**config.mk**
```make
export PLATFORM = sky130hd
export DESIGN_NAME = udp_tx_framer
export DESIGN_NICKNAME = d
export VERILOG_FILES = /design/src/rtl/udp_tx_framer.sv
export SDC_FILE = /design/constraint.sdc
export NUM_CORES = 2
export LEC_CHECK = 0
export BUFFER_PORTS_ARGS = -buffer_cell sky130_fd_sc_hd__buf_4
export CORE_MARGIN = 2
export CORE_UTILIZATION = 50
export DETAILED_ROUTE_END_ITERATION = 7
export PLACE_DENSITY = 0.72
export SYNTH_ARGS = -nofsm -noshare
export SYNTH_HDL_FRONTEND = slang
export SYNTH_SLANG_ARGS = --single-unit
```
**constraint.sdc**
```tcl
create_clock -name clk -period 2.95 [get_ports clk]
set_clock_uncertainty 0.1 [all_clocks]
set_input_delay 0.59 -clock clk [delete_from_list [all_inputs] [get_ports clk]]
set_output_delay 0.59 -clock clk [all_outputs]
set_load 0.005 [all_outputs]
```
**src/rtl/udp_tx_framer.sv**
```systemverilog
// udp_tx_framer: store-and-forward UDP framer that buffers one payload and then emits
// an 8-byte UDP header (zero checksum) followed by the buffered payload.
module udp_tx_framer #(
    parameter int DATA_WIDTH  = 8,
    parameter int MAX_PAYLOAD = 256,
    parameter int CNT_WIDTH   = 9
) (
    input  logic                  clk,
    input  logic                  rst_n,
    input  logic [DATA_WIDTH-1:0] s_axis_tdata,
    input  logic                  s_axis_tvalid,
    input  logic                  s_axis_tlast,
    input  logic [31:0]           s_axis_tuser,
    output logic                  s_axis_tready,
    output logic [DATA_WIDTH-1:0] m_axis_tdata,
    output logic                  m_axis_tvalid,
    output logic                  m_axis_tlast,
    output logic [15:0]           m_axis_tuser,
    input  logic                  m_axis_tready,
    output logic                  oversize_drop
);
    localparam int AW = $clog2(MAX_PAYLOAD);
    localparam logic [CNT_WIDTH-1:0] C_MAX = CNT_WIDTH'(MAX_PAYLOAD);

    typedef enum logic [2:0] {S_IDLE, S_STORE, S_HEADER, S_PAYLOAD, S_DROP} state_t;

    state_t                r_state, w_next;
    logic [DATA_WIDTH-1:0] r_buf [MAX_PAYLOAD];
    logic [CNT_WIDTH-1:0]  r_cnt, r_rd, w_cnt_d, w_rd_nxt;
    logic [31:0]           r_ports, w_ports_d;
    logic [3:0]            r_hidx;
    logic [DATA_WIDTH-1:0] r_m_tdata, w_hdr_byte;
    logic [15:0]           r_m_tuser;
    logic [63:0]           w_hdr_word;
    logic                  r_m_tvalid, r_m_tlast, r_drop;
    logic                  w_s_fire, w_m_fire, w_drop, w_enter_hdr, w_wr_en;
    logic [AW-1:0]         w_wr_addr;

    assign s_axis_tready = rst_n && (r_state == S_IDLE || r_state == S_STORE || r_state == S_DROP);
    assign m_axis_tdata  = r_m_tdata;
    assign m_axis_tvalid = r_m_tvalid;
    assign m_axis_tlast  = r_m_tlast;
    assign m_axis_tuser  = r_m_tuser;
    assign oversize_drop = r_drop;

    assign w_s_fire    = s_axis_tvalid && s_axis_tready;
    assign w_m_fire    = r_m_tvalid && m_axis_tready;
    assign w_cnt_d     = (r_state == S_IDLE) ? CNT_WIDTH'(1) : r_cnt + 1'b1;
    assign w_ports_d   = (r_state == S_IDLE) ? s_axis_tuser : r_ports;
    assign w_rd_nxt    = r_rd + 1'b1;
    assign w_enter_hdr = (r_state != S_HEADER) && (w_next == S_HEADER);
    assign w_wr_en     = w_s_fire && (r_state == S_IDLE || (r_state == S_STORE && r_cnt != C_MAX));
    assign w_wr_addr   = (r_state == S_IDLE) ? '0 : r_cnt[AW-1:0];
    // Header byte i sits at bits [63-8i -: 8]; shifting by 8*(7-i) brings it to the bottom.
    assign w_hdr_word  = {r_ports, r_m_tuser, 16'h0000};
    assign w_hdr_byte  = DATA_WIDTH'(w_hdr_word >> {~r_hidx[2:0], 3'b000});

    always_ff @(posedge clk) begin
        if (!rst_n) r_state <= S_IDLE;
        else        r_state <= w_next;
    end

    always_comb begin
        w_next = r_state;
        w_drop = 1'b0;
        case (r_state)
            S_IDLE:    if (w_s_fire) w_next = s_axis_tlast ? S_HEADER : S_STORE;
            S_STORE: begin
                // A beat arriving with the buffer already full makes the payload oversize.
                if (w_s_fire && r_cnt == C_MAX) begin
                    w_next = s_axis_tlast ? S_IDLE : S_DROP;
                    w_drop = s_axis_tlast;
                end else if (w_s_fire && s_axis_tlast) begin
                    w_next = S_HEADER;
                end
            end
            S_HEADER:  if (w_m_fire && r_hidx == 4'd8) w_next = S_PAYLOAD;
            S_PAYLOAD: if (w_m_fire && r_m_tlast) w_next = S_IDLE;
            S_DROP: begin
                w_next = (w_s_fire && s_axis_tlast) ? S_IDLE : S_DROP;
                w_drop = w_s_fire && s_axis_tlast;
            end
            default:   w_next = S_IDLE;
        endcase
    end

    always_ff @(posedge clk) begin
        if (w_wr_en) r_buf[w_wr_addr] <= s_axis_tdata;
    end

    always_ff @(posedge clk) begin
        if (!rst_n) begin
            r_cnt   <= '0;
            r_ports <= '0;
        end else if (w_s_fire && r_state == S_IDLE) begin
            r_cnt   <= w_cnt_d;
            r_ports <= s_axis_tuser;
        end else if (w_s_fire && r_state == S_STORE && r_cnt != C_MAX) begin
            r_cnt   <= w_cnt_d;
        end
    end

    always_ff @(posedge clk) begin
        if (!rst_n) begin
            r_m_tvalid <= 1'b0;
            r_m_tlast  <= 1'b0;
            r_m_tdata  <= '0;
            r_m_tuser  <= '0;
            r_drop     <= 1'b0;
            r_hidx     <= '0;
            r_rd       <= '0;
        end else begin
            r_drop <= w_drop;
            if (w_enter_hdr) begin
                r_m_tvalid <= 1'b1;
                r_m_tlast  <= 1'b0;
                r_m_tdata  <= w_ports_d[31:24];
                r_m_tuser  <= 16'd8 + 16'(w_cnt_d);
                r_hidx     <= 4'd1;
                r_rd       <= '0;
            end else if (w_m_fire && r_state == S_HEADER && r_hidx != 4'd8) begin
                r_m_tdata <= w_hdr_byte;
                r_hidx    <= r_hidx + 4'd1;
            end else if (w_m_fire && (r_state == S_HEADER || !r_m_tlast)) begin
                r_m_tdata <= r_buf[r_rd[AW-1:0]];
                r_m_tlast <= (w_rd_nxt == r_cnt);
                r_rd      <= w_rd_nxt;
            end else if (w_m_fire) begin
                r_m_tvalid <= 1'b0;
                r_m_tlast  <= 1'b0;
            end
        end
    end
endmodule

```
==> qor.yml <==
grt:
  antenna_found_initial: 11
  grt_pass1_vias: 46800
  grt_pass1_wl_um: 325200
  grt-ovfl-total: 0
  grt_max_degree: 101
  grt_usage_pct: 26.45
cts:
  cts_sinks: 2134
  h-tree-depth: 4
  cts_tree: "built"
  clk_latency_ps: 860
  cts_root_buffer: "clkbuf_16"
  clk_pin_slew_ps: 60
  numCtsBuffers: 205
  clockBufferDepth: 3
run_status:
  violations: "setup timing"
  outcome: "finished with violations"
pwr:
  leakage_nw: 31.90
  power_w: 0.06136
  ir_worst_vdd_uv: 654.3
  p_per_area_nw_per_um2: 609.7
synthesis:
  synthesis.area_um2: 83680
  synth.distinct_cells: 69
  async_flop_share_pct: 0
  synth_area_leaders: "edfxtp_1 (73%), mux4_2 (11%), mux2i_1 (2.7%)"
  syn_area_per_cell_um2: 19.26
  synth_ff_type: "edfxtp_1"
  yosysWarnings: 0
  synth_top_area_share_pct: 73.49
  synth_area_leader_cell: "edfxtp_1"
  yosys_register_bits: 2134
  synth_edf_count: 2048
  synth_seq_area_share_pct: 75.55
  synth_cells: 4344
timing:
  fmax_ghz: 0.3194
  fin_ws_ps: -180.4
  rsz0062_at_grt: "yes"
  setup_viol: 8
  period_needed_ps: 3130
  max_slew.worst_pin.slew_ps: 1260
  slew_violations: 0
  worst_hold_slack_ps: 90.91
  max-slew-margin-rel_pct: 15.43
  setup_tns_ps: -656.7
  finalHoldViolCount: 0
  period_share_pct: 106.1
drt:
  avgViaCountPerCell: 6.252
  route.detailed.wl_per_inst_um: 29.93
  dr.pass1.iters: 6
  post-route-drc-count: 0
  wl_um: 224700
  vias: 46930
  ant_nets: 0
  drtIter0Drc: 6393
die:
  coreArea_um2: 166700
  rows: 150
  die_w_um: 413.1
  dieArea_um2: 170600
  start_util_pct: 50.21
  ios: 73
  die_h_um: 413.1
min_path:
  hold_class: "input port to register"
  hp-start: "s_axis_tvalid"
worst_setup_path:
  endpoint_kind: "register"
  crit_fanout: 7
  criticalPathCategory: "register to register"
  crit_arrival_ps: 3770
  startpoint_type: "register"
  critPathRequiredTime_ps: 3590
job:
  cap_violations: 0
layout:
  drive_gt1_share_pct: 31.42
  stdcell_area_um2: 100600
  final_cell_mix: "edfxtp_1 (2048), buf_4 (695), mux4_2 (427)"
  areaGrowthSynthToFinish_pct: 20.25
  final_common_cell: "edfxtp_1"
  final_cells: 7507
  final_nets: 5188
placed_design:
  portBuffers: 66
  placed_cells_incl_taps: 7055
  routabilityCongestion: 0.9587
  dpl_cell_area_um2: 92140
  place_hpwl_um: 142900
-- final timing paths --
path | endpoint | slack, ps | cells after the start
max | m_axis_tdata[3]$_SDFFE_PN0P_ | -180 | 11
min | r_state[2]$_SDFF_PN0_ | 90 | 4
max reg2reg | m_axis_tdata[3]$_SDFFE_PN0P_ | -180 | 11
min reg2reg | r_ports[14]$_SDFFE_PN0P_ | 370 | 2
-- registers in the layout, indices dropped and copies added, names as in the netlist, named ones only --
| signal | cells |
|---|---|
| m_axis_tdata | 8 |
| r_ports | 32 |
| m_axis_tlast | 1 |
| m_axis_tuser | 10 |
| r_cnt | 9 |
| r_rd | 9 |
| r_hidx | 4 |
| r_state | 3 |
| m_axis_tvalid | 1 |
| r_buf | 2048 |
| oversize_drop | 1 |
-- power by group --
part	switching [W]	leakage (nW)	total (W)	internal, W
clock network	0.0114	3.21	0.0261	0.0148
registers	0.0000760	19.1	0.0333	0.0332
logic	0.00114	9.58	0.00191	0.000774
total	0.0126	31.9	0.0614	0.0488
-- cells by family (layout without fill, tap and decap cells) --
group,count (synthesis),in the layout,share of synthesized area (%)
other cells,1,9,0.004481
mux,667,667,14.39
buf+inv,288,1239,1.667
flops,2134,2134,75.55
fa+ha+maj,6,6,0.08971
xor+xnor,36,36,0.3768
compound gates,529,529,4.347
simple gates,683,683,3.578
-- timing repair --
action,in CTS,in global routing
setup buffers,27,8
endpoints found under the hold margin,35,0
setup endpoints to repair,8,164
cloned,10,1
pin swaps,26,19
resized for setup,109,45
hold buffers,34,0
-- routing by layer --
layer | wire length [um] | share of wire, % | vias up | track usage (%)
met5 | 50 | 0.022 | - | 0
met4 | 9701 | 4.3 | 8 | 11.07
met3 | 21600 | 9.6 | 482 | 5.115
met2 | 108100 | 48 | 2756 | 42.16
met1 | 85210 | 38 | 24270 | 36.00
li1 | - | - | 19420 | -
-- worst max-delay path, cell delays in order, from the launching register on --
cell and delay, ps:
dfxtp_4 360, buf_12 150, buf_12 140, buf_16 130, buf_4 130, buf_12 120
mux4_2 490, a22oi_1 340, a21oi_1 220, a21oi_1 210, o221ai_2 280, a32o_1 330
-- cell usage after synthesis, drive strengths merged (79+ instances only) --
master	n
nand2	169
buf	126
clkbuf	150
o21ai	81
a22oi	79
mux2i	225
mux4	427
a21oi	114
dfxtp	86
nor2	329
edfxtp	2048
o221ai	84
-- layout make-up --
class	instances	area, um^2
Antenna cell	3	7.507
Clock buffer	246	5284
Clock inverter	124	1420
Fill cell	11520	66030
Inverter	12	45.04
Multi-Input combinational cell	1927	19750
Sequential cell	2134	63240
Tap cell	2204	2758
Timing Repair Buffer	857	8123
-- metrics by stage --
| step | util [%] | worst slack, ps |
|---|---|---|
| floorplan | - | -49.63 |
| global placement | 55.29 | -859.8 |
| detailed placement | 55.29 | -1077 |
| CTS | 60.21 | -94.14 |
| global route | 60.38 | -214.0 |
| finish | 60.38 | -180.4 |
(Power assumes the default switching activity.)
